==> config.mk <==
export PLATFORM = sky130hd
export DESIGN_NAME = mixer_hop_ctrl
export DESIGN_NICKNAME = d
export VERILOG_FILES = /design/src/rtl/mixer_hop_pkg.sv /design/src/rtl/mixer_hop_ctrl_table.sv /design/src/rtl/mixer_hop_ctrl.sv
export SDC_FILE = /design/constraint.sdc
export NUM_CORES = 2
export LEC_CHECK = 0
export CAP_MARGIN = 40
export CORE_ASPECT_RATIO = 0.7
export CORE_UTILIZATION = 61
export DETAILED_ROUTE_END_ITERATION = 10
export DONT_BUFFER_PORTS = 1
export GPL_TIMING_DRIVEN = 0
export PLACE_DENSITY = 0.77
export SYNTH_ARGS = -nofsm -noshare
export SYNTH_HDL_FRONTEND = slang
export SYNTH_HIERARCHICAL = 1
export SYNTH_SLANG_ARGS = --single-unit
==> constraint.sdc <==
create_clock -name clk_i -period 5.34 [get_ports clk_i]
set_input_delay 0.267 -clock clk_i [delete_from_list [all_inputs] [get_ports clk_i]]
set_output_delay 0.267 -clock clk_i [all_outputs]
set_load 0.05 [all_outputs]
==> src/rtl/mixer_hop_pkg.sv <==
// Shared types for the mixer hop scheduler: FSM states, hop table entry layout and widths.
package mixer_hop_pkg;

    localparam int unsigned HOP_PHASE_W = 32;
    localparam int unsigned HOP_DWELL_W = 16;

    typedef enum logic [2:0] {
        IDLE,
        LOAD,
        SETTLE,
        DWELL,
        DONE
    } hop_state_t;

    typedef struct packed {
        logic [HOP_PHASE_W-1:0] inc;
        logic [HOP_PHASE_W-1:0] offset;
        logic [HOP_DWELL_W-1:0] dwell;
    } hop_entry_t;

    // Dwell counter preload; a programmed 0 still waits for one valid sample.
    function automatic logic [HOP_DWELL_W-1:0] dwell_preload(input logic [HOP_DWELL_W-1:0] dwell);
        return (dwell == '0) ? '0 : dwell - HOP_DWELL_W'(1);
    endfunction

endpackage

==> src/rtl/mixer_hop_ctrl_table.sv <==
// Hop table register file: synchronous write, asynchronous read, synchronous clear.
module hop_table
    import mixer_hop_pkg::*;
#(
    parameter  int unsigned NUM_HOPS = 8,
    localparam int unsigned ADDR_W   = $clog2(NUM_HOPS)
) (
    input  logic              clk_i,
    input  logic              rst_i,
    input  logic              we_i,
    input  logic [ADDR_W-1:0] waddr_i,
    input  hop_entry_t        wdata_i,
    input  logic [ADDR_W-1:0] raddr_i,
    output hop_entry_t        rdata_c
);

    hop_entry_t mem_q [NUM_HOPS];

    always_ff @(posedge clk_i) begin
        if (rst_i) begin
            mem_q <= '{default: '0};
        end else if (we_i) begin
            mem_q[waddr_i] <= wdata_i;
        end
    end

    // Same-cycle write and read of one address returns the old entry.
    assign rdata_c = mem_q[raddr_i];

endmodule

==> src/rtl/mixer_hop_ctrl.sv <==
// Frequency-hop scheduler: retunes the mixer DDS per table entry, blanks while the
// mixer pipeline flushes, then counts valid output samples for the entry's dwell.
module mixer_hop_ctrl
    import mixer_hop_pkg::*;
#(
    parameter int unsigned PHASE_WIDTH   = 32,
    parameter int unsigned NUM_HOPS      = 8,
    parameter int unsigned DWELL_WIDTH   = 16,
    parameter int unsigned SETTLE_CYCLES = 8
) (
    input  logic                        clk_i,
    input  logic                        rst_i,
    input  logic                        cfg_we_i,
    input  logic [$clog2(NUM_HOPS)-1:0] cfg_addr_i,
    input  logic [PHASE_WIDTH-1:0]      cfg_inc_i,
    input  logic [PHASE_WIDTH-1:0]      cfg_offset_i,
    input  logic [DWELL_WIDTH-1:0]      cfg_dwell_i,
    input  logic [$clog2(NUM_HOPS)-1:0] last_idx_i,
    input  logic                        loop_i,
    input  logic                        start_i,
    input  logic                        stop_i,
    input  logic                        mix_tvalid_i,
    output logic                        mix_en_o,
    output logic [PHASE_WIDTH-1:0]      phase_inc_o,
    output logic [PHASE_WIDTH-1:0]      phase_offset_o,
    output logic                        blank_o,
    output logic [$clog2(NUM_HOPS)-1:0] hop_idx_o,
    output logic                        hop_strobe_o,
    output logic                        busy_o,
    output logic                        done_o
);

    localparam int unsigned IDX_W    = $clog2(NUM_HOPS);
    localparam int unsigned SETTLE_W = (SETTLE_CYCLES > 1) ? $clog2(SETTLE_CYCLES) : 1;

    hop_state_t             state_q;
    hop_state_t             state_d;
    logic [IDX_W-1:0]       idx_q;
    logic [IDX_W-1:0]       idx_d;
    logic [IDX_W-1:0]       last_q;
    logic                   loop_q;
    logic [DWELL_WIDTH-1:0] dwell_cnt_q;
    logic [SETTLE_W-1:0]    settle_cnt_q;
    logic                   busy_q;
    logic                   apply_c;
    hop_entry_t             wr_entry_c;
    hop_entry_t             rd_entry_c;

    assign wr_entry_c = '{
        inc:    HOP_PHASE_W'(cfg_inc_i),
        offset: HOP_PHASE_W'(cfg_offset_i),
        dwell:  HOP_DWELL_W'(cfg_dwell_i)
    };

    hop_table #(
        .NUM_HOPS (NUM_HOPS)
    ) u_table (
        .clk_i   (clk_i),
        .rst_i   (rst_i),
        .we_i    (cfg_we_i),
        .waddr_i (cfg_addr_i),
        .wdata_i (wr_entry_c),
        .raddr_i (idx_q),
        .rdata_c (rd_entry_c)
    );

    // Next-state and next-index decode; stop overrides every transition.
    always_comb begin
        state_d = state_q;
        idx_d   = idx_q;
        case (state_q)
            IDLE: begin
                if (start_i) begin
                    state_d = LOAD;
                    idx_d   = '0;
                end
            end
            LOAD: state_d = SETTLE;
            SETTLE: begin
                if (settle_cnt_q == '0) begin
                    state_d = DWELL;
                end
            end
            DWELL: begin
                if (mix_tvalid_i && (dwell_cnt_q == '0)) begin
                    if (idx_q < last_q) begin
                        idx_d   = idx_q + IDX_W'(1);
                        state_d = LOAD;
                    end else if (loop_q) begin
                        idx_d   = '0;
                        state_d = LOAD;
                    end else begin
                        state_d = DONE;
                    end
                end
            end
            DONE:    state_d = IDLE;
            default: state_d = IDLE;
        endcase
        if (stop_i && (state_q != IDLE)) begin
            state_d = IDLE;
            idx_d   = idx_q;
        end
    end

    assign apply_c = (state_q == LOAD) && (state_d == SETTLE);

    always_ff @(posedge clk_i) begin
        if (rst_i) begin
            state_q <= IDLE;
        end else begin
            state_q <= state_d;
        end
    end

    // Sequence configuration, entry index and the settle/dwell counters.
    always_ff @(posedge clk_i) begin
        if (rst_i) begin
            idx_q        <= '0;
            last_q       <= '0;
            loop_q       <= 1'b0;
            dwell_cnt_q  <= '0;
            settle_cnt_q <= '0;
        end else begin
            idx_q <= idx_d;
            if ((state_q == IDLE) && start_i) begin
                last_q <= last_idx_i;
                loop_q <= loop_i;
            end
            case (state_q)
                LOAD: begin
                    dwell_cnt_q  <= DWELL_WIDTH'(dwell_preload(rd_entry_c.dwell));
                    settle_cnt_q <= SETTLE_W'(SETTLE_CYCLES - 1);
                end
                SETTLE: begin
                    if (settle_cnt_q != '0) begin
                        settle_cnt_q <= settle_cnt_q - SETTLE_W'(1);
                    end
                end
                DWELL: begin
                    if (mix_tvalid_i && (dwell_cnt_q != '0)) begin
                        dwell_cnt_q <= dwell_cnt_q - DWELL_WIDTH'(1);
                    end
                end
                default: ;
            endcase
        end
    end

    // Status flags track the state register one-for-one; tuning changes only on LOAD exit.
    always_ff @(posedge clk_i) begin
        if (rst_i) begin
            busy_q         <= 1'b0;
            blank_o        <= 1'b1;
            done_o         <= 1'b0;
            hop_strobe_o   <= 1'b0;
            hop_idx_o      <= '0;
            phase_inc_o    <= '0;
            phase_offset_o <= '0;
        end else begin
            busy_q       <= (state_d != IDLE);
            blank_o      <= (state_d != DWELL);
            done_o       <= (state_d == DONE);
            hop_strobe_o <= apply_c;
            if (apply_c) begin
                hop_idx_o      <= idx_q;
                phase_inc_o    <= PHASE_WIDTH'(rd_entry_c.inc);
                phase_offset_o <= PHASE_WIDTH'(rd_entry_c.offset);
            end
        end
    end

    assign mix_en_o = busy_q;
    assign busy_o   = busy_q;

endmodule

==> impl_metrics.csv <==
group,metric,value,unit
global_routing,grt_antenna_before_repair,4,
critical_path,cp-start-kind,"flip-flop",
yosys,synthesis.yosys.warnings,6,
run_status,status,"complete, but fails checks",
worst_hold_path,min_path_cells,3,
yosys,ys.flop_type,"sky130_fd_sc_hd__dfxtp_1",
critical_path,cp_data_required_time,5.83,ns
cts,ctsRootBufferMaster,"sky130_fd_sc_hd__clkbuf_16",
yosys,synth.yosys.seq_area_share,46.9,%
critical_path,critical_path.reg2reg.endpoint,"dwell_cnt_q[2]",
floorplan,die-height,192,microns
floorplan,die_area,52800,sq um
finish,final_nets,3991,
power,share_comb_of_total_power,7.7,%
power,post-layout-total-power,0.0116,W
cts,cts_tree,"yes",
critical_path,end_kind,"flip-flop",
detailed_routing,post-route-drc-count,40,
worst_hold_path,holdCritStartpoint,"mix_tvalid_i",
detailed_routing,drt_iter0_drc,3951,
power,fraction_of_power_spent_switching_nets,24.3,%
power,p_int,0.00880,W
flow_run,drv_cap,0,
yosys,synth-seq-cells,740,
power,vdd.ir_drop.worst,224,uV
detailed_routing,met1_length,40800,microns
global_routing,grt_max_degree,17,
yosys,syn-cell-area,31600,sq um
place,gp_congestion,0.909,
yosys,postSynthNetCount,3818,
power,power.static_leakage,12.2,nW
sta,report.final.hold_viol_count,0,
detailed_routing,drt-pass1-iter-count,9,
sta,setup-violations-final,0,
finish,syn_to_final_growth,13.2,%
cts,cts-buffers-inserted,70,
yosys,postSynthCellCount,3717,
floorplan,row_count,69,
finish,final_layout_size_suffix_gt1_share,14.6,%
yosys,most_frequent_cell_after_synthesis,"sky130_fd_sc_hd__nand2_1",
global_routing,globalRoute.totalOverflow,0,
yosys,synth_top_area_share,46.9,%
finish,final_cell_count_no_fill,4614,
detailed_routing,vias_per_cell,6.13,
detailed_routing,route.final.wire_length,99100,microns
yosys,async_flop_share,0,%
yosys,synth_area_leaders,"sky130_fd_sc_hd__dfxtp_1 47%, sky130_fd_sc_hd__nand2_1 17%, sky130_fd_sc_hd__a21oi_1 11%",
detailed_routing,drt-wirelength-per-cell,21.5,microns
sta,finalClockSkew,0.0152,ns
floorplan,floorplan.initialDensity,62.1,%
global_routing,grt_first_pass_wirelength,149000,microns
yosys,postSynthAreaPerCell,8.51,sq um
place,hpwlAfterDp,67300,microns
floorplan,core_area,50900,sq um
sta,normalized_max_slew_margin,34.1,%
sta,fin_tns_setup,0,ns
critical_path,worstReg2RegStart,"idx_q[2]",
detailed_routing,ant_nets,0,
worst_hold_path,hold_end,"done_o",
detailed_routing,wl_met2,42300,microns
global_routing,grt_util_all_layers,37.1,%
floorplan,design.portCount,165,
place,numPlacedInstances,4406,
cts,numClockSinks,740,
place,dpl_cell_area,32700,sq um
power,pwr-share-seq,49.2,%
critical_path,rr_worst_depth,14,
cts,h-tree-depth,3,
place,port_buffers,0,
power,pwr_density_cell,325,nW/um^2
power,clock_network_fraction_of_design_power,43.1,%
detailed_routing,highest-signal-layer,"met5",
floorplan,die_w,274,microns
detailed_routing,dr_total_vias,28300,
critical_path,worstPathMaxFanout,10,
sta,fmaxAchievable,0.209,GHz
critical_path,timing.reg2reg.setup_slack,0.56,ns
detailed_routing,met3RoutedLength,12600,microns
sta,slew_violations,0,
sta,share_of_the_cycle_needed_by_the_critical_path_after_routing,89.5,%
cts,clk_pin_slew_worst_paths,0.06,ns
cts,postCtsSetupRepairBufs,0,
sta,fin_crit,4.78,ns
yosys,yosysTopAreaCell,"sky130_fd_sc_hd__dfxtp_1",
yosys,synth.cells.most_frequent,"1428 x sky130_fd_sc_hd__nand2_1, 740 x sky130_fd_sc_hd__dfxtp_1, 723 x sky130_fd_sc_hd__a21oi_1",
worst_hold_path,hold_class,"primary input to flip-flop",
run_status,violations_in_the_final_reports,"design-rule violations",
critical_path,critical_path_arrival,5.27,ns
sta,grt_setup_unrepaired,"false",
global_routing,grt_pass1_vias,25600,
sta,worst-slew-pin-transition,0.988,ns
cts,clkLatencyLatePin,0.62,ns
critical_path,worstSetupPathType,"flip-flop to flip-flop",
cts,cts_max_path_buffers,3,
yosys,synth_cell_types,67,
yosys,synth-edff-count,0,
power,total_switching_power,0.00283,W
finish,post-route-cell-area,35800,sq um
==> power groups by stage <==
stage	clock, W	sequential, W	combinational (W)
3_5_place_dp	0	0.00584	0.000808
3_3_place_gp	0	0.00583	0.000786
6_report	0.00501	0.00572	0.000900
2_1_floorplan	0	0.00582	0.000556
4_1_cts	0.00501	0.00571	0.000867
5_1_grt	0.00524	0.00573	0.000954
==> layer usage <==
layer	track usage (%)	up-vias
met5	0	-
met4	13.1	2
met3	9.63	228
met2	54.1	1757
met1	53.0	13500
li1	-	12800
==> repair_timing <==
item,in CTS,in global routing
resized for setup,0,0
endpoints found under the hold margin,585,0
hold buffers,86,0
==> cells by family after synthesis <==
group                      count (synthesis)  synth area share, %
and+or+nand+nor                         1543                 19.5
AOI/OAI and AO/OA                        785                 12.8
DFF                                      740                 46.9
buffers and inverters                    385                 5.86
muxes                                    244                 14.4
xor gates and xnor gates                  12                0.332
adders and majority gates                  8                0.317
==> final cells by class <==
class / count / area (sq um)
sequential: 740 / 14800
inverter: 9 / 33.8
buffer: 376 / 1820
timing repair buffer: 101 / 1070
antenna: 4 / 10.0
clock inverter: 15 / 188
fill: 3938 / 15200
clock buffer: 103 / 2060
multi-input combinational: 2592 / 15000
tap: 674 / 843
==> registers in the layout, summed over array words and instances (netlist names), 3 cells and up <==
| name | cells |
|---|---|
| u_table/mem_q | 640 |
| phase_inc_o | 32 |
| phase_offset_o | 32 |
| dwell_cnt_q | 16 |
| hop_idx_o | 3 |
| idx_q | 3 |
| last_q | 3 |
| settle_cnt_q | 3 |
| state_q | 3 |
==> worst max path at each step <==
stage                        start             end  slack (ns)
after floorplan           idx_q[2]  dwell_cnt_q[5]        2.15
after global placement    idx_q[2]  dwell_cnt_q[9]        0.91
after detailed placement  idx_q[2]  dwell_cnt_q[9]        0.81
after CTS                 idx_q[2]  dwell_cnt_q[9]        0.79
after global routing      idx_q[2]  dwell_cnt_q[2]        0.50
final                     idx_q[2]  dwell_cnt_q[2]        0.56
==> worst max-delay path, cell delays in order (launching register included) <==
cell	delay, ns
sky130_fd_sc_hd__dfxtp_1	0.50
sky130_fd_sc_hd__buf_2	0.31
sky130_fd_sc_hd__clkbuf_1	0.71
sky130_fd_sc_hd__buf_2	0.47
sky130_fd_sc_hd__mux4_2	0.37
sky130_fd_sc_hd__mux2_2	0.33
sky130_fd_sc_hd__inv_1	0.07
sky130_fd_sc_hd__ha_1	0.18
sky130_fd_sc_hd__nor3b_2	0.44
sky130_fd_sc_hd__nand4b_1	0.28
sky130_fd_sc_hd__o21ai_2	0.35
sky130_fd_sc_hd__buf_4	0.25
sky130_fd_sc_hd__o21ai_0	0.12
sky130_fd_sc_hd__a22oi_1	0.20
sky130_fd_sc_hd__nor2_1	0.07
==> per-stage QoR <==
stage                     utilization (%)  hold slack (ns)  setup WS, ns
final                                70.3           0.0197         0.561
after global routing                 70.2           0.0262         0.503
after CTS                            70.2          0.00177         0.786
after detailed placement             64.1            0.421         0.814
after global placement               63.7            0.415         0.909
after floorplan                         -            0.406          2.15
==> cell usage in the layout, fill, tap and decap left out, types with 16 or more instances in the layout <==
cell and n:
sky130_fd_sc_hd__clkbuf_16 71, sky130_fd_sc_hd__mux4_2 160, sky130_fd_sc_hd__nor2_1 33, sky130_fd_sc_hd__dfxtp_1 740, sky130_fd_sc_hd__mux2_2 81, sky130_fd_sc_hd__buf_2 167, sky130_fd_sc_hd__nand2_1 1428, sky130_fd_sc_hd__a21oi_1 723
sky130_fd_sc_hd__o21ai_0 22, sky130_fd_sc_hd__clkbuf_1 192, sky130_fd_sc_hd__clkbuf_8 16, sky130_fd_sc_hd__buf_6 26, sky130_fd_sc_hd__dlygate4sd3_1 86
(Power assumes the default switching activity.)
